**src/rtl/alu_exec_ctrl_if.sv**
```systemverilog
// rtl/alu_exec_ctrl_if.sv - instruction handshake and ALU operand/result bus for alu_exec_ctrl
interface alu_exec_ctrl_if;
    logic       in_valid;
    logic       in_ready;
    logic [7:0] in_instr;
    logic [7:0] alu_a;
    logic [7:0] alu_b;
    logic [2:0] alu_op;
    logic [7:0] alu_result;
    logic [3:0] alu_nzcv;

    modport master (
        output in_valid, in_instr, alu_result, alu_nzcv,
        input  in_ready, alu_a, alu_b, alu_op
    );

    modport slave (
        input  in_valid, in_instr, alu_result, alu_nzcv,
        output in_ready, alu_a, alu_b, alu_op
    );
endinterface

```
**src/rtl/alu_exec_ctrl.sv**
```systemverilog
// rtl/alu_exec_ctrl.sv - execute-stage controller: 4x8 register file, registered ALU operands, NZCV writeback
module alu_exec_ctrl #(
    parameter int ALU_WAIT = 1
) (
    input  logic                 clk,
    input  logic                 rst,
    alu_exec_ctrl_if.slave       bus,
    input  logic                 ld_en,
    input  logic [1:0]           ld_addr,
    input  logic [7:0]           ld_data,
    input  logic [1:0]           rd_addr,
    output logic [7:0]           rd_data,
    output logic [3:0]           flags,
    output logic                 done
);

    localparam int CW = (ALU_WAIT > 1) ? $clog2(ALU_WAIT) : 1;
    localparam logic [CW-1:0] CNT_LAST = CW'(ALU_WAIT - 1);

    localparam logic [1:0] ST_IDLE = 2'd0;
    localparam logic [1:0] ST_EXEC = 2'd1;
    localparam logic [1:0] ST_WB   = 2'd2;

    logic [1:0]    state;
    logic [CW-1:0] wait_cnt;
    logic [1:0]    wb_rd;
    logic          wb_nowb;
    logic [7:0]    regs [4];
    logic          wb_write;

    assign bus.in_ready = (state == ST_IDLE);
    assign done         = (state == ST_WB);
    assign wb_write     = (state == ST_WB) && !wb_nowb;
    assign rd_data      = regs[rd_addr];

    always_ff @(posedge clk) begin
        if (rst) begin
            state      <= ST_IDLE;
            wait_cnt   <= '0;
            wb_rd      <= 2'd0;
            wb_nowb    <= 1'b0;
            bus.alu_a  <= 8'h00;
            bus.alu_b  <= 8'h00;
            bus.alu_op <= 3'b000;
            flags      <= 4'b0000;
            for (int i = 0; i < 4; i++) begin
                regs[i] <= 8'h00;
            end
        end else begin
            case (state)
                ST_IDLE: begin
                    if (bus.in_valid) begin
                        wb_rd      <= bus.in_instr[4:3];
                        wb_nowb    <= bus.in_instr[0];
                        bus.alu_a  <= regs[bus.in_instr[4:3]];
                        bus.alu_b  <= regs[bus.in_instr[2:1]];
                        bus.alu_op <= bus.in_instr[7:5];
                        wait_cnt   <= '0;
                        state      <= ST_EXEC;
                    end
                end
                ST_EXEC: begin
                    if (wait_cnt == CNT_LAST) begin
                        wait_cnt <= '0;
                        state    <= ST_WB;
                    end else begin
                        wait_cnt <= wait_cnt + CW'(1);
                    end
                end
                ST_WB: begin
                    flags <= bus.alu_nzcv;
                    state <= ST_IDLE;
                end
                default: state <= ST_IDLE;
            endcase

            // A writeback to the same register takes precedence over a direct load.
            if (ld_en && !(wb_write && (ld_addr == wb_rd))) begin
                regs[ld_addr] <= ld_data;
            end
            if (wb_write) begin
                regs[wb_rd] <= bus.alu_result;
            end
        end
    end

endmodule

```
**src/flat_wrapper.sv**
```systemverilog
// flat-port wrapper written by rule: the top's interface ports become plain ports
module alu_exec_ctrl_flat 
#(
    parameter int ALU_WAIT = 1
)
  (clk, rst, ld_en, ld_addr, ld_data, rd_addr, rd_data, flags, done, bus_in_valid, bus_in_instr, bus_alu_result, bus_alu_nzcv, bus_in_ready, bus_alu_a, bus_alu_b, bus_alu_op);
  alu_exec_ctrl_if bus_i ();
  input  logic clk;
  input  logic rst;
  input  logic ld_en;
  input  logic [1:0] ld_addr;
  input  logic [7:0] ld_data;
  input  logic [1:0] rd_addr;
  output logic [7:0] rd_data;
  output logic [3:0] flags;
  output logic done;
  input wire logic [$bits(bus_i.in_valid)-1:0] bus_in_valid;
  input wire logic [$bits(bus_i.in_instr)-1:0] bus_in_instr;
  input wire logic [$bits(bus_i.alu_result)-1:0] bus_alu_result;
  input wire logic [$bits(bus_i.alu_nzcv)-1:0] bus_alu_nzcv;
  output wire logic [$bits(bus_i.in_ready)-1:0] bus_in_ready;
  output wire logic [$bits(bus_i.alu_a)-1:0] bus_alu_a;
  output wire logic [$bits(bus_i.alu_b)-1:0] bus_alu_b;
  output wire logic [$bits(bus_i.alu_op)-1:0] bus_alu_op;
  assign bus_i.in_valid = bus_in_valid;
  assign bus_i.in_instr = bus_in_instr;
  assign bus_i.alu_result = bus_alu_result;
  assign bus_i.alu_nzcv = bus_alu_nzcv;
  assign bus_in_ready = bus_i.in_ready;
  assign bus_alu_a = bus_i.alu_a;
  assign bus_alu_b = bus_i.alu_b;
  assign bus_alu_op = bus_i.alu_op;
  alu_exec_ctrl #(.ALU_WAIT(ALU_WAIT)) u_core (.clk(clk), .rst(rst), .bus(bus_i), .ld_en(ld_en), .ld_addr(ld_addr), .ld_data(ld_data), .rd_addr(rd_addr), .rd_data(rd_data), .flags(flags), .done(done));
endmodule
```
**config.mk**
```make
export PLATFORM = sky130hd
export DESIGN_NAME = alu_exec_ctrl_flat
export DESIGN_NICKNAME = d
export VERILOG_FILES = /design/src/rtl/alu_exec_ctrl_if.sv /design/src/rtl/alu_exec_ctrl.sv /design/src/flat_wrapper.sv
export SDC_FILE = /design/constraint.sdc
export NUM_CORES = 1
export LEC_CHECK = 0
export ABC_AREA = 1
export CAP_MARGIN = 20
export CORE_MARGIN = 5
export CORE_UTILIZATION = 25
export DETAILED_ROUTE_END_ITERATION = 10
export PLACE_DENSITY = 0.55
export SLEW_MARGIN = 15
export SYNTH_ARGS = -nofsm -noshare
export SYNTH_HDL_FRONTEND = slang
export SYNTH_SLANG_ARGS = --single-unit
```
**constraint.sdc**
```tcl
create_clock -name clk -period 2.83 [get_ports clk]
set_input_delay 0.566 -clock clk [delete_from_list [all_inputs] [get_ports clk]]
set_output_delay 0.566 -clock clk [all_outputs]
set_load 0.02 [all_outputs]
```
[Word-level counts from Yosys, hierarchy flattened]
Memory sizes are Yosys's and may differ from the RTL's. A register that Yosys moved wholly into a read port is not among the register bits.
Cells that the tools add are included.
Word-level totals
  bits in read-only memories: 0
  output and inout port bits: 33
  memories kept: 1
  bits in registers: 13
  logic and storage cells: 45
  latch bits: 0
  bits in writable memories: 32
Operators by class
  magnitude comparators: 0
  shift-type cells: 0
  reductions and logical operators: 12
  add/sub/neg operators: 1
  divide/modulo/power cells: 0
  mux-type cells: 20
  eq/ne operators: 5
  bitwise gates (word level): 0
  multipliers: 0
Memory list
  u_core.regs: words 4, width 8, read ports 3, clocked after memory_dff 2, wr ports 4, line alu_exec_ctrl.sv:28  | logic [7:0] regs [4];
Operators with widths (count)
  2-to-1 mux 8 bit: 2
  OR reduction 8 bit: 2
  2-to-1 mux 1 bit: 12
  2-to-1 mux 2 bit: 4
  AND reduction 2 bit: 3
  != test 2 bit, second input constant: 2
  case mux 2 bit (2 select lines): 1
  logical AND 1 bit: 3
  equality test 2 x 1 -> 1 bit, second input constant: 1
  equality test 2 bit: 1
  equality test 2 bit, second input constant: 1
  logical NOT 1 bit: 2
  logical NOT 2 bit: 1
  case mux 1 bit (2 select lines): 1
  nonzero test 2 bit: 1
  adder 1 bit, second input constant: 1

[Longest topological paths before layout]
Gate-level depths: netlist (run 1).
  word-level depth: 10
  mapped depth: 8
  mapped depth without buffers: 8

[Worst setup path after synthesis (run 1)]
OpenSTA, ideal clock, no wires.
  kind: input port to output port
  from: input rd_addr[0]
  to: output rd_data[6]
  stages: 5
  setup slack: 0.725 ns
  arrival: 1.539 ns
  cells stage by stage: buf_2 -> inv_1 -> clkbuf_1 -> a21oi_1 -> a21oi_1
On the way
  word-level cells in the longest chain between the ends: 1
RTL lines
  start: declaration: line flat_wrapper.sv:13  | input logic [1:0] rd_addr;
  memory read (4 x 8 bit)
  end: declaration: line flat_wrapper.sv:14  | output logic [7:0] rd_data;
No other way between the ends.

[Worst setup path in the final report (run 1)]
  from: input rd_addr[1]
  to: output rd_data[2]
Same word-level chain as after synthesis.

==> flow_summary.toml, run 1 <==
[run_status]
status = "finished, final reports clean"

[logic_synthesis]
synth_edf_count = 32
synthCells = 423
syn_area_um2 = 3310
postSynthNetCount = 459
synth_top_cell_area_share = 0.290
yosys-top-cells-area = "edfxtp_1, dfxtp_1, nand2_1"
synth.largest_area_cell = "edfxtp_1"
async_flop_share = 0
yosysWarnings = 0
yosysMostFrequentCell = "nand2_1"
syn_area_per_cell_um2 = 7.84
synth_cell_type_count = 28
ys_dominant_reg_cell = "edfxtp_1"
yosysSeqAreaShare = 0.459
synth-seq-cells = 60
synth_top_cells_by_count = "nand2_1, inv_1, a21oi_1"

[min_path]
hold_path_class = "reg -> reg"

[die]
initial_core_util = 0.252
die-height_um = 125
die_w_um = 125
core_um2 = 13100
rows = 42
ios = 69
die_area_um2 = 15700

[placement]
gp_congestion = 0.841
place_inst = 660
dpl.hpwl_um = 7230
dp_slack_ps = -75.3
place_area_um2 = 4230
portBuffers = 68

[sta]
slew_viol_final = 0
clock_skew_ps = 8.43
setup_viol = 0
setup_ws_ps = 170
hold_ws_ps = 462
rsz0062_at_grt = "no"
max_slew_margin = 0.589
post-route-min-period_ps = 2660
worstMarginPinSlew_ps = 614
finalCritPeriodShare = 0.940
finalHoldViolCount = 0
fmax_mhz = 376

[global_routing]
grt_max_degree = 34
overflow = 0
grt_pass1_vias = 2995
grt_first_pass_wirelength_um = 15300
antenna_found_initial = 0
grtUsageTotal = 0.120

[drt]
vias = 3053
wl_per_cell_um = 13.4
viasPerCell = 4.48
drt_iter0_drc = 199
met3WireLength_um = 543
wl_met1_um = 4270
drt_drc_violations_left = 0
dr_wl_met2_um = 4190
postRouteAntennaNets = 0
firstDrtPassIters = 4
wl_um = 9150
top_layer = "met4"

[cts]
tritoncts = "done"
clockRootBuffer = "clkbuf_16"
h-tree-depth = 3
clock-sinks = 60
cts_max_path_buffers = 2
clkSlewWorstSetupHoldPaths_ps = 50
clk_latency_ps = 330
cts_buffers = 9

[power_and_ir_drop]
p_per_area_nw_per_um2 = 580
leakage_nw = 1.95
peakVddDrop_v = 0.000243
total_power_w = 0.00268

[critical_path]
endpoint_kind = "output port"
criticalPathCategory = "in -> out"
required_ps = 2260
cp.arrival_ps = 2090
critPathLaunchType = "primary input"
worstPathMaxFanout = 9

[final_layout]
drive_gt1_frac = 0.117
n_antenna_cell = 0
stdcell_count = 681
stdcell_area_um2 = 4610
area_growth_pct = 39.2
num-nets-final = 536

[run]
cap_violations = 0
==> cell usage in the layout (no fill, tap or decap), drive strengths merged, types with 19 or more instances in the layout <==
cell type / synthesis / routed
buf: 9 / 19
nor2: 34 / 34
o211ai: 32 / 32
a21oi: 42 / 42
inv: 49 / 48
o21ai: 52 / 52
nand2: 105 / 105
edfxtp: 32 / 32
dfxtp: 28 / 28
clkdlybuf4s50: 0 / 60
==> path summary, 6_finish.rpt <==
kind | startpoint | to | slack, ps | depth (start not counted)
worst max register to register | u_core.wb_rd[1] | u_core.regs[2][3] | 1010 | 8
worst min-delay path | u_core.state[1] | u_core.state[1] | 460 | 1
worst min register to register | u_core.state[1] | u_core.state[1] | 460 | 1
worst max-delay path | rd_addr[1] | rd_data[2] | 170 | 7
==> registers in the layout, summed over array words and instances, names as in the netlist <==
register / count
u_core.bus.alu_a: 8
u_core.wb_rd: 2
u_core.bus.alu_op: 3
u_core.state: 2
u_core.bus.alu_b: 8
u_core.flags: 4
u_core.regs: 32
u_core.wb_nowb: 1
==> power breakdown <==
| part | internal [W] | switching, W | total (W) |
|---|---|---|---|
| combinational | 0.000186 | 0.000241 | 0.000427 |
| sequential | 0.000980 | 0.0000422 | 0.00102 |
| clock | 0.000856 | 0.000372 | 0.00123 |
==> routing by layer <==
layer / track usage / up-vias
li1: - / 1588
met1: 0.157 / 1344
met2: 0.191 / 105
met3: 0.0362 / 16
met4: 0.0402 / 0
met5: 0 / -
==> worst max-delay path, cell delays in order <==
cell and delay, ps:
clkdlybuf4s50_1 500, clkinvlp_4 160, buf_4 190, o21ai_0 90, a21oi_1 60, a21oi_1 160
dlygate4sd2_1 360
==> metrics by stage <==
stage	util	setup TNS, ps
6_report	0.351	0
3_5_place_dp	0.322	-354
3_3_place_gp	0.322	-128
2_1_floorplan	-	0
5_1_grt	0.351	0
4_1_cts	0.347	0
==> cells by family after synthesis <==
| group | synth area share |
|---|---|
| and+or+nand+nor | 0.228 |
| AOI/OAI and AO/OA | 0.223 |
| buffers and inverters | 0.0872 |
| DFF | 0.459 |
| xor gates and xnor gates | 0.00264 |
==> area by class of cell <==
class / instances / area, µm²
Tap cell: 176 / 220
Clock inverter: 5 / 100
Timing Repair Buffer: 87 / 836
Inverter: 51 / 200
Sequential cell: 60 / 1520
Fill cell: 1353 / 8520
Clock buffer: 11 / 233
Multi-Input combinational cell: 291 / 1500
==> timing repair <==
item	in CTS	in global routing
resized for setup	3	7
hold buffers	0	0
endpoints found under the setup margin	8	6
setup buffers	0	5
Power figures use the tool's default switching activity.
==> inputs of run 2 (changes only) <==
--- a/config.mk
+++ b/config.mk
@@ -15,3 +15,4 @@
 export SYNTH_ARGS = -nofsm -noshare
 export SYNTH_HDL_FRONTEND = slang
 export SYNTH_SLANG_ARGS = --single-unit
+export TNS_END_PERCENT = 30
==> flow_summary.toml, run 2 (synthesis results as in run 1) <==
[run_status]
status = "finished, final reports clean"

[sta]
post-route-min-period_ps = 2580
fmax_mhz = 387
setup_viol = 0
finalSetupTns_ps = 0
worstMarginPinSlew_ps = 614
clock_skew_ps = 7.83
finalHoldViolCount = 0
setup_ws_ps = 245
max_slew_margin = 0.590
slew_viol_final = 0
rsz0062_at_grt = "no"
finalCritPeriodShare = 0.913

[drt]
drt_drc_violations_left = 0
vias = 3043
wl_um = 9150
wl_per_cell_um = 13.5
viasPerCell = 4.48
firstDrtPassIters = 5
postRouteAntennaNets = 0
drt_iter0_drc = 231

[final_layout]
num-nets-final = 535
n_antenna_cell = 0
area_growth_pct = 39.0
layout_common_cells = "nand2_1, clkdlybuf4s50_1, inv_1"
largest_register = "u_core.regs"
nFillCells = 1353
mostFrequentLayoutCell = "nand2_1"
drive_gt1_frac = 0.115
reg.largest.list = "u_core.regs x32, u_core.bus.alu_a x8, u_core.bus.alu_b x8"
largest_reg_flops = 32

[global_routing]
overflow = 0
grtUsageTotal = 0.120
grt_pass1_vias = 2995
antenna_found_initial = 0
grt_max_degree = 34
grt_first_pass_wirelength_um = 15300

[cts]
cts_max_path_buffers = 2
holdBufCountCts = 0
tritoncts = "done"
clkSlewWorstSetupHoldPaths_ps = 50
clk_latency_ps = 330
clock-sinks = 60
h-tree-depth = 3
clockRootBuffer = "clkbuf_16"
cts_buffers = 9

[run]
cap_violations = 0

[critical_path]
cp.arrival_ps = 2020
critPathLaunchType = "primary input"
worstPathMaxFanout = 14
critical-path-max-stage-delay_ps = 500
critPathBufInv = 3
crit_slowest_cell = "clkdlybuf4s50_1"
endpoint_kind = "output port"
crit_family = "buffers and inverters"
path_cells = "clkdlybuf4s50_1 -> clkinvlp_4 -> o21ai_0 -> a21oi_1 -> a21oi_1 -> dlygate4sd2_1"
required_ps = 2260
critPathMostFrequentCell = "a21oi_1"
criticalPathCategory = "in -> out"

[die]
die_w_um = 125
rows = 42
core_um2 = 13100
die_area_um2 = 15700
initial_core_util = 0.252
die-height_um = 125
ios = 69

[power_and_ir_drop]
leakage_nw = 1.94
total_power_w = 0.00268
peakVddDrop_v = 0.000242
p_per_area_nw_per_um2 = 581

[placement]
dp_slack_ps = -75.3
dpl.hpwl_um = 7230
portBuffers = 68
gp_congestion = 0.841

[min_path]
hold_path_class = "reg -> reg"
-- run 2: changes by cell type in the layout (fill, tap and decap cells not counted), sizes merged --
cell	delta
buf	-1
-- run 2: timing repair --
item / CTS / global route
resized for setup: 3 / 7
cloned: 0 / 0
endpoints found under the hold margin: 0 / 0
endpoints found under the setup margin: 8 / 6
setup buffers: 0 / 4
-- run 2: per-stage QoR --
stage          hold WS, ps  std cells  instance area, µm²   util
6_report               462        680                4610  0.351
5_1_grt                483        680                4610  0.351
4_1_cts                466        676                4560  0.347
3_5_place_dp           459        660                4230  0.322
3_3_place_gp           452        660                4230  0.322
2_1_floorplan          442        423                3310      -
-- run 2: routing by layer --
| layer | track usage | wire length (µm) | up-vias |
|---|---|---|---|
| met4 | 0.0402 | 189 | 0 |
| met5 | 0 | 0 | - |
| met3 | 0.0362 | 465 | 21 |
| met2 | 0.191 | 4200 | 90 |
| li1 | - | - | 1587 |
| met1 | 0.157 | 4290 | 1345 |
-- run 2: power by group --
part	internal (W)	switching [W]	leakage, nW
combinational	0.000185	0.000241	1.22
clock	0.000856	0.000372	0.163
sequential	0.000980	0.0000419	0.565
-- run 2: cell type report --
cell class / count / area [µm²] / area share
flip-flops and latches: 60 / 1520 / 0.330
multi-input cells: 291 / 1500 / 0.326
repair buffers: 86 / 828 / 0.180
clock buffers: 11 / 233 / 0.0505
well taps: 176 / 220 / 0.0478
inverters: 51 / 200 / 0.0435
clock inverters: 5 / 100 / 0.0217
-- run 2: path summary, 6_finish.rpt --
check,start,to,slack (ps),depth (start not counted)
worst max-delay path,rd_addr[1],rd_data[2],250,6
worst min-delay path,u_core.state[1],u_core.state[1],460,1
worst max register to register,u_core.wb_rd[1],u_core.regs[2][3],1010,8
worst min register to register,u_core.state[1],u_core.state[1],460,1
